==> src/rtl/iwm_controller.sv <==
// IWM softswitch controller: turns $C0E0-$C0EF accesses into drive control lines,
// returns data/status/handshake bytes, and times motor-off delay and write-byte handshake.
module iwm_controller #(
  parameter int MOTOR_OFF_DELAY = 14318180
) (
  input  logic       CLK_14M,
  input  logic       RESET,
  input  logic       Q3,
  input  logic [3:0] ADDR,
  input  logic       RD,
  input  logic       WR,
  input  logic [7:0] DIN,
  output logic [7:0] DOUT,
  input  logic [7:0] DISK_DATA,
  input  logic       DISK_READY,
  output logic [3:0] MOTOR_PHASE,
  output logic       DISK_ACTIVE,
  output logic       DRIVE_SEL,
  output logic       WRITE_MODE,
  output logic       READ_DISK,
  output logic       WRITE_REG,
  output logic [7:0] WR_DATA,
  output logic       FAST_MODE
);
  localparam int CW = (MOTOR_OFF_DELAY > 2) ? $clog2(MOTOR_OFF_DELAY) : 1;
  localparam logic [CW-1:0] OFF_LOAD = CW'(MOTOR_OFF_DELAY - 1);

  logic [3:0]    phase_q, phase_d;
  logic          active_q, active_d;
  logic          sel_q, sel_d;
  logic          q6_q, q6_d;
  logic          q7_q, q7_d;
  logic [4:0]    mode_q, mode_d;
  logic [CW-1:0] off_cnt_q, off_cnt_d;
  logic          off_busy_q, off_busy_d;
  logic [7:0]    dout_q, dout_d;
  logic          rd_pulse_q, rd_pulse_d;
  logic          wr_pulse_q, wr_pulse_d;
  logic [7:0]    wr_data_q, wr_data_d;
  logic          wr_empty_q, wr_empty_d;
  logic          no_underrun_q, no_underrun_d;
  logic          q3_q;
  logic [5:0]    byte_cnt_q, byte_cnt_d;

  logic       access, is_rd, is_wr, q3_rise;
  logic [5:0] byte_last;

  assign access    = RD | WR;
  assign is_wr     = WR;
  assign is_rd     = RD & ~WR;
  assign q3_rise   = Q3 & ~q3_q;
  assign byte_last = mode_q[3] ? 6'd31 : 6'd63;

  always_comb begin
    phase_d       = phase_q;
    active_d      = active_q;
    sel_d         = sel_q;
    q6_d          = q6_q;
    q7_d          = q7_q;
    mode_d        = mode_q;
    off_cnt_d     = off_cnt_q;
    off_busy_d    = off_busy_q;
    dout_d        = dout_q;
    rd_pulse_d    = 1'b0;
    wr_pulse_d    = 1'b0;
    wr_data_d     = wr_data_q;
    wr_empty_d    = wr_empty_q;
    no_underrun_d = no_underrun_q;
    byte_cnt_d    = byte_cnt_q;

    if (off_busy_q) begin
      if (off_cnt_q == '0) begin
        active_d   = 1'b0;
        off_busy_d = 1'b0;
      end else begin
        off_cnt_d = off_cnt_q - CW'(1);
      end
    end

    if (access) begin
      case (ADDR[3:1])
        3'd4: begin
          if (ADDR[0]) begin
            active_d   = 1'b1;
            off_busy_d = 1'b0;
          end else if (mode_q[2]) begin
            active_d   = 1'b0;
            off_busy_d = 1'b0;
          end else if (!off_busy_q) begin
            // a second motor-off while counting must not stretch the delay
            off_busy_d = 1'b1;
            off_cnt_d  = OFF_LOAD;
          end
        end
        3'd5:    sel_d = ADDR[0];
        3'd6:    q6_d  = ADDR[0];
        3'd7:    q7_d  = ADDR[0];
        default: phase_d[ADDR[2:1]] = ADDR[0];
      endcase
    end

    if (is_rd) begin
      case ({q7_d, q6_d})
        2'b00: begin
          dout_d     = active_d ? DISK_DATA : 8'hFF;
          rd_pulse_d = 1'b1;
        end
        2'b01:   dout_d = {~DISK_READY, 1'b0, active_d, mode_q};
        2'b10:   dout_d = {wr_empty_q, no_underrun_q, 6'b111111};
        default: dout_d = 8'hFF;
      endcase
    end

    if (active_q && q7_q && q3_rise) begin
      if (byte_cnt_q >= byte_last) begin
        byte_cnt_d = '0;
        if (!wr_empty_q) wr_empty_d    = 1'b1;
        else             no_underrun_d = 1'b0;
      end else begin
        byte_cnt_d = byte_cnt_q + 6'd1;
      end
    end

    // a write in the same cycle as an expiry refills the buffer, so it wins
    if (is_wr && q7_d && q6_d && ADDR[0]) begin
      if (active_d) begin
        wr_data_d  = DIN;
        wr_pulse_d = 1'b1;
        wr_empty_d = 1'b0;
      end else begin
        mode_d = DIN[4:0];
      end
    end

    if ((q7_q && !q7_d) || (active_q && !active_d)) begin
      byte_cnt_d    = '0;
      wr_empty_d    = 1'b1;
      no_underrun_d = 1'b1;
    end
  end

  always_ff @(posedge CLK_14M or posedge RESET) begin
    if (RESET) begin
      phase_q       <= '0;
      active_q      <= 1'b0;
      sel_q         <= 1'b0;
      q6_q          <= 1'b0;
      q7_q          <= 1'b0;
      mode_q        <= '0;
      off_cnt_q     <= '0;
      off_busy_q    <= 1'b0;
      dout_q        <= '0;
      rd_pulse_q    <= 1'b0;
      wr_pulse_q    <= 1'b0;
      wr_data_q     <= '0;
      wr_empty_q    <= 1'b1;
      no_underrun_q <= 1'b1;
      q3_q          <= 1'b0;
      byte_cnt_q    <= '0;
    end else begin
      phase_q       <= phase_d;
      active_q      <= active_d;
      sel_q         <= sel_d;
      q6_q          <= q6_d;
      q7_q          <= q7_d;
      mode_q        <= mode_d;
      off_cnt_q     <= off_cnt_d;
      off_busy_q    <= off_busy_d;
      dout_q        <= dout_d;
      rd_pulse_q    <= rd_pulse_d;
      wr_pulse_q    <= wr_pulse_d;
      wr_data_q     <= wr_data_d;
      wr_empty_q    <= wr_empty_d;
      no_underrun_q <= no_underrun_d;
      q3_q          <= Q3;
      byte_cnt_q    <= byte_cnt_d;
    end
  end

  assign DOUT        = dout_q;
  assign MOTOR_PHASE = phase_q;
  assign DISK_ACTIVE = active_q;
  assign DRIVE_SEL   = sel_q;
  assign WRITE_MODE  = q7_q;
  assign READ_DISK   = rd_pulse_q;
  assign WRITE_REG   = wr_pulse_q;
  assign WR_DATA     = wr_data_q;
  assign FAST_MODE   = mode_q[3];
endmodule

==> config.mk <==
export PLATFORM = sky130hd
export DESIGN_NAME = iwm_controller
export DESIGN_NICKNAME = d
export VERILOG_FILES = /design/src/rtl/iwm_controller.sv
export SDC_FILE = /design/constraint.sdc
export NUM_CORES = 1
export LEC_CHECK = 0
export BUFFER_PORTS_ARGS = -buffer_cell sky130_fd_sc_hd__buf_2
export CELL_PAD_IN_SITES_DETAIL_PLACEMENT = 0
export CELL_PAD_IN_SITES_GLOBAL_PLACEMENT = 1
export CORE_UTILIZATION = 48
export DETAILED_ROUTE_END_ITERATION = 6
export GPL_TIMING_DRIVEN = 0
export PLACE_DENSITY = 0.85
export SLEW_MARGIN = 25
export SYNTH_ARGS = -nofsm -noshare
export SYNTH_HDL_FRONTEND = slang
export SYNTH_SLANG_ARGS = --single-unit
==> constraint.sdc <==
create_clock -name CLK_14M -period 6.47 [get_ports CLK_14M]
set_clock_uncertainty 0.15 [all_clocks]
set_input_delay 0.3235 -clock CLK_14M [delete_from_list [all_inputs] [get_ports CLK_14M]]
set_output_delay 0.3235 -clock CLK_14M [all_outputs]
set_load 0.02 [all_outputs]
# Word level (Yosys, flattened, before mapping)
# Index checks and enable logic that the tools add are counted.
dict set report word_totals {
  output_inout_bits 26
  wordCells 103
  reg_bits 65
}
dict set report op_classes {
  n_addsub 2
  n_eq_ne 6
  n_bitwise 8
  n_mux 46
  n_reduce_logical 22
  n_lt_le_gt_ge 3
}
# cell n
set ops {}
lappend ops {{24-bit two-way mux} 7}
lappend ops {{1-bit two-way mux} 31}
lappend ops {{24-bit zero test} 1}
lappend ops {{6-bit two-way mux} 4}
lappend ops {{8-bit one-hot mux with 3 select lines} 1}
lappend ops {{24-bit by 1-bit subtractor with 24-bit output (second input constant)} 1}
lappend ops {{3-bit equality test (second input constant)} 4}
lappend ops {{1-bit logical AND} 8}
lappend ops {{8-bit two-way mux} 1}
lappend ops {{2-bit AND reduction} 4}
lappend ops {{6-bit by 1-bit adder with 6-bit output (second input constant)} 1}
lappend ops {{6-bit >= comparator} 1}
lappend ops {{2-bit nonzero test} 3}
lappend ops {{1-bit inverter} 5}
lappend ops {{4-bit bitwise mux} 1}
lappend ops {{4-bit OR reduction} 1}
lappend ops {{2-bit by 3-bit < comparator with 1-bit output (second input constant)} 1}
lappend ops {{3-bit AND reduction} 1}
lappend ops {{1-bit bitwise AND} 2}
lappend ops {{1-bit demux with 2-bit select} 1}
lappend ops {{2-bit by 1-bit equality test with 1-bit output (second input constant)} 1}
lappend ops {{2-bit equality test (second input constant)} 1}
lappend ops {{2-bit by 1-bit >= comparator with 1-bit output (second input constant)} 1}
lappend ops {{1-bit zero test} 2}
lappend ops {{other kinds (3)} 3}

# Longest topological paths before layout
dict set report depth {
  ltp_word 12
  depth_mapped 8
  mapped_depth_nobuf 7
}

# Worst setup path before layout
# No wires, ideal clock.
dict set report synth_path {
  kind {flip-flop to flip-flop}
  from {register off_cnt_q[0]}
  to {register wr_data_q[0] (netlist: WR_DATA[0])}
  path_slack_ns 4.212
  setup_ns 0.128
  path_buffers 1
  required_ns 6.192
  path_stages_with_launch 9
  arrival_time_ns 1.981
  path_cell_list {dfrtp_1 -> inv_1 -> ha_1 -> nor3b_4 -> nand4b_4 -> o211ai_4 -> a21bo_1 -> buf_6 -> mux2_1}
}
dict set report synth_via {
  elab_chain_cells 8
}
# item line
set synth_rtl {}
lappend synth_rtl {{start, declared} 34} ;# logic [CW-1:0] off_cnt_q, off_cnt_d;
lappend synth_rtl {{start signal, assigned} 167} ;# off_cnt_q <= off_cnt_d;
lappend synth_rtl {{24-bit zero test *} 72} ;# if (off_cnt_q == '0) begin
lappend synth_rtl {{1-bit two-way mux *} 72}
lappend synth_rtl {{1-bit two-way mux *} 71} ;# if (off_busy_q) begin
lappend synth_rtl {{1-bit two-way mux} 86} ;# end else if (mode_q[2]) begin
lappend synth_rtl {{1-bit two-way mux} 83} ;# if (ADDR[0]) begin
lappend synth_rtl {{1-bit two-way mux} 81} ;# case (ADDR[3:1])
lappend synth_rtl {{1-bit two-way mux *} 80} ;# if (access) begin
lappend synth_rtl {{2-bit AND reduction (no source line) *} n/a}
lappend synth_rtl {{end signal, assigned} 172} ;# wr_data_q <= wr_data_d;
lappend synth_rtl {{end, declared} 39} ;# logic [7:0] wr_data_q, wr_data_d;
# Mark *: on every way between the ends. The rest lies on a longest branch, timed or not.
# A chain may end at the register's enable or synchronous reset.

# Worst setup path after layout
dict set report layout_path {
  from {register off_cnt_q[0]}
  to {register wr_data_q[6] (netlist: WR_DATA[6])}
}
# The elaborated chain is that of the path after synthesis.

==> impl_metrics.tcl <==
set metrics [dict create \
    via_per_inst 5.79 \
    cts_buffers 9 \
    switching_share_pct 36.8 \
    grt_pass1_vias 2552 \
    root_buffer "clkbuf_8" \
    netlist_instances 314 \
    rrSetupSlack_ns 3.91 \
    ys.flop_type "dfrtp_1" \
    ys_seq_elements 65 \
    grt_setup_unrepaired "no" \
    fillCellCount 561 \
    drive_gt1_share_pct 25.3 \
    die_h_um 85.3 \
    synth_top_cell_area_share_pct 47.4 \
    cp-start-kind "flop" \
    syn_avg_cell_area_um2 10.6 \
    layout_setup_ws_ns 3.91 \
    whs_endpoint "WR_DATA[7]" \
    period_share_pct 39.5 \
    combPwrFrac_pct 30.0 \
    dp_slack_ns 3.91 \
    num_antenna_cells 0 \
    peakVddDrop_mv 0.240 \
    synthTopCellsByArea "dfrtp_1, mux2_1, a21oi_1" \
    max-cap-violations 0 \
    postRouteAntennaNets 0 \
    port_buffers 51 \
    power.internal_mw 0.912 \
    yosysWarnings 0 \
    row_count 29 \
    ctsHoldBuffers 2 \
    grt_max_degree 50 \
    ctsResizeCount 0 \
    fp.dieW_um 85.3 \
    avgRoutedWirePerCell_um 15.7 \
    min_from "DIN[7]" \
    fp.dieArea_mm2 0.00727 \
    crit_path_max_fanout 10 \
    syn_to_final_growth_pct 18.2 \
    cts_setup_buffers 0 \
    endpoint_kind "flop" \
    p_per_area_mw_per_mm2 367 \
    setup-violations-final 0 \
    final_nets 408 \
    total_power_mw 1.44 \
    synth_area_mm2 0.00333 \
    core_mm2 0.00653 \
    synth_top_cell_by_area "dfrtp_1" \
    grt_pass1_wl_mm 12.4 \
    power_switching_mw 0.530 \
    grt_use_total_pct 22.0 \
    clkPwrFrac_pct 24.5 \
    reg2regPathDepth 8 \
    route.detailed.drc 0 \
    worst_pin_slew_ns 0.929 \
    drt_iter0_markers 130 \
    ys_async_sr_fraction_pct 100 \
    tritoncts "yes" \
    dp_hpwl_mm 5.19 \
    seq_area_frac_synth_pct 48.9 \
    critPathRequiredTime_ns 6.54 \
    gp_congestion 0.807 \
    finalHoldViolations 0 \
    maxSlewHeadroom_pct 37.6 \
    cts_sinks 65 \
    r2r_end "WR_DATA[6]" \
    io_pins 52 \
    clk_latency_ns 0.34 \
    yosysUniqueCellTypes 62 \
    p_leak_nw 1.73 \
    initial_core_util_pct 51.0 \
    max_freq_mhz 391 \
    status "complete, no violations" \
    clockBufferDepth 2 \
    h-tree-depth 3 \
    synthesis.nets 343 \
    slew_violations 0 \
    r2r-start "off_cnt_q[0]" \
    clk_pin_slew_worst_paths_ns 0.08 \
    gr-total-overflow 0 \
    antenna_found_initial 0 \
    finalWorstPathRequiredPeriod_ns 2.56 \
    p_seq_share_pct 45.5 \
    drt_first_pass_iters 4 \
    vias 2667 \
    final_core_util_pct 60.2 \
    worstSetupPathType "flop to flop" \
    synth_edf_count 0 \
    hold_path_class "input pin to flop" \
    worstPathArrival_ns 2.62 \
    finalSetupTns_ns 0 \
    min_delay_path_depth 2 \
    wl_mm 7.22 \
    whs_ns 0.0361 \
]
## critical path, cell delays in order (launching register included)
cell	delay [ns]
dfrtp_1	0.41
inv_1	0.10
ha_1	0.19
nor3b_4	0.39
nand4b_4	0.24
o211ai_4	0.30
a21bo_1	0.16
buf_6	0.15
mux2_1	0.33
## worst max path at each step
stage	start	end	slack, ns	cells past startpoint
global route	off_cnt_q[0]	WR_DATA[4]	3.72	8
finish	off_cnt_q[0]	WR_DATA[6]	3.91	8
global placement	RESET	DOUT[6]	3.50	2
detailed placement	off_cnt_q[0]	WR_DATA[6]	3.91	8
CTS	off_cnt_q[0]	WR_DATA[6]	3.89	8
floorplan	off_cnt_q[0]	WR_DATA[0]	4.21	8
## power by group through the flow
stage | clock network [mW] | registers (mW) | logic (mW)
after global routing | 0.385 | 0.675 | 0.473
after detailed placement | 0 | 0.662 | 0.435
after floorplan | 0 | 0.709 | 0.242
after global placement | 0 | 0.655 | 0.418
final | 0.354 | 0.657 | 0.432
after CTS | 0.363 | 0.657 | 0.435
## placed cells by master (no fill, tap or decap), types with 6 or more instances in the layout
cell	count
mux2_1	13
clkbuf_1	7
nor4_1	8
and3_1	6
dfrtp_1	63
nand3_1	12
o22ai_1	6
nor3_1	10
a21oi_1	19
xnor2_1	7
buf_2	52
o21ai_0	8
nand2_1	21
nor2_1	23
clkbuf_8	10
o21ai_1	6
inv_1	10
## area by class of cell
cell class	instances	area, µm²	area share [%]
clock buffer	10	138	3.50
tap	77	96.3	2.45
inverter	12	47.5	1.21
clock inverter	6	66.3	1.69
buffer	11	53.8	1.37
multi-input combinational	226	1600	40.7
sequential	65	1630	41.4
timing repair buffer	54	303	7.70
## metal layers
| metal | vias up | share of wire (%) | global-route usage, % |
|---|---|---|---|
| li1 | 1311 | - | - |
| met1 | 1290 | 49 | 30.1 |
| met2 | 56 | 46 | 34.2 |
| met3 | 10 | 3.4 | 4.28 |
| met4 | 0 | 1.5 | 9.24 |
| met5 | - | 0 | 0 |
## cell families (layout without fill, tap and decap cells)
kind of cell,after synthesis,after routing,synth area share [%]
and+or+nand+nor,117,117,21.9
DFF,65,65,48.9
xor gates and xnor gates,11,11,2.89
buffers and inverters,23,93,2.97
AOI/OAI and AO/OA,74,74,15.2
adders and majority gates,3,3,1.13
muxes,21,21,6.99
## metrics by stage
step	cells	area (µm²)
final	461	3930
after global routing	461	3930
after CTS	461	3930
after detailed placement	443	3710
after global placement	442	3680
after floorplan	314	3330
## synthesized netlist by cell type (2+ instances only)
| master | n |
|---|---|
| o22ai_1 | 6 |
| a21oi_1 | 19 |
| nor3_1 | 10 |
| nand2_1 | 21 |
| and3_1 | 6 |
| nand4_1 | 2 |
| nor2_1 | 23 |
| ha_1 | 3 |
| xor2_1 | 4 |
| nor4_1 | 8 |
| clkbuf_1 | 7 |
| xnor2_1 | 7 |
| a21o_1 | 5 |
| o21ai_0 | 8 |
| nor4_2 | 2 |
| dfstp_2 | 2 |
| nor2b_1 | 3 |
| mux2i_1 | 3 |
| a31o_2 | 2 |
| or4_1 | 3 |
| o31ai_1 | 4 |
| mux2_2 | 5 |
| a31oi_1 | 3 |
| nand3b_1 | 4 |
| o2111ai_1 | 2 |
| inv_1 | 11 |
| or3_1 | 5 |
| and4b_1 | 2 |
| a211o_1 | 2 |
| nand3_1 | 12 |
| or4b_2 | 2 |
| dfrtp_1 | 63 |
| nor4b_1 | 2 |
| mux2_1 | 13 |
| o211a_1 | 2 |
| nor4_4 | 2 |
| and4_1 | 2 |
| o21ai_1 | 6 |
| o211ai_1 | 5 |
## state kept, by name, summed over array words and instances (netlist names)
register	count
mode_q	5
wr_empty_q	1
no_underrun_q	1
off_cnt_q	24
READ_DISK	1
WRITE_MODE	1
q6_q	1
DOUT	8
q3_q	1
WR_DATA	8
byte_cnt_q	6
DISK_ACTIVE	1
MOTOR_PHASE	4
DRIVE_SEL	1
WRITE_REG	1
off_busy_q	1
Note: power is estimated with default switching activity, not from simulation.
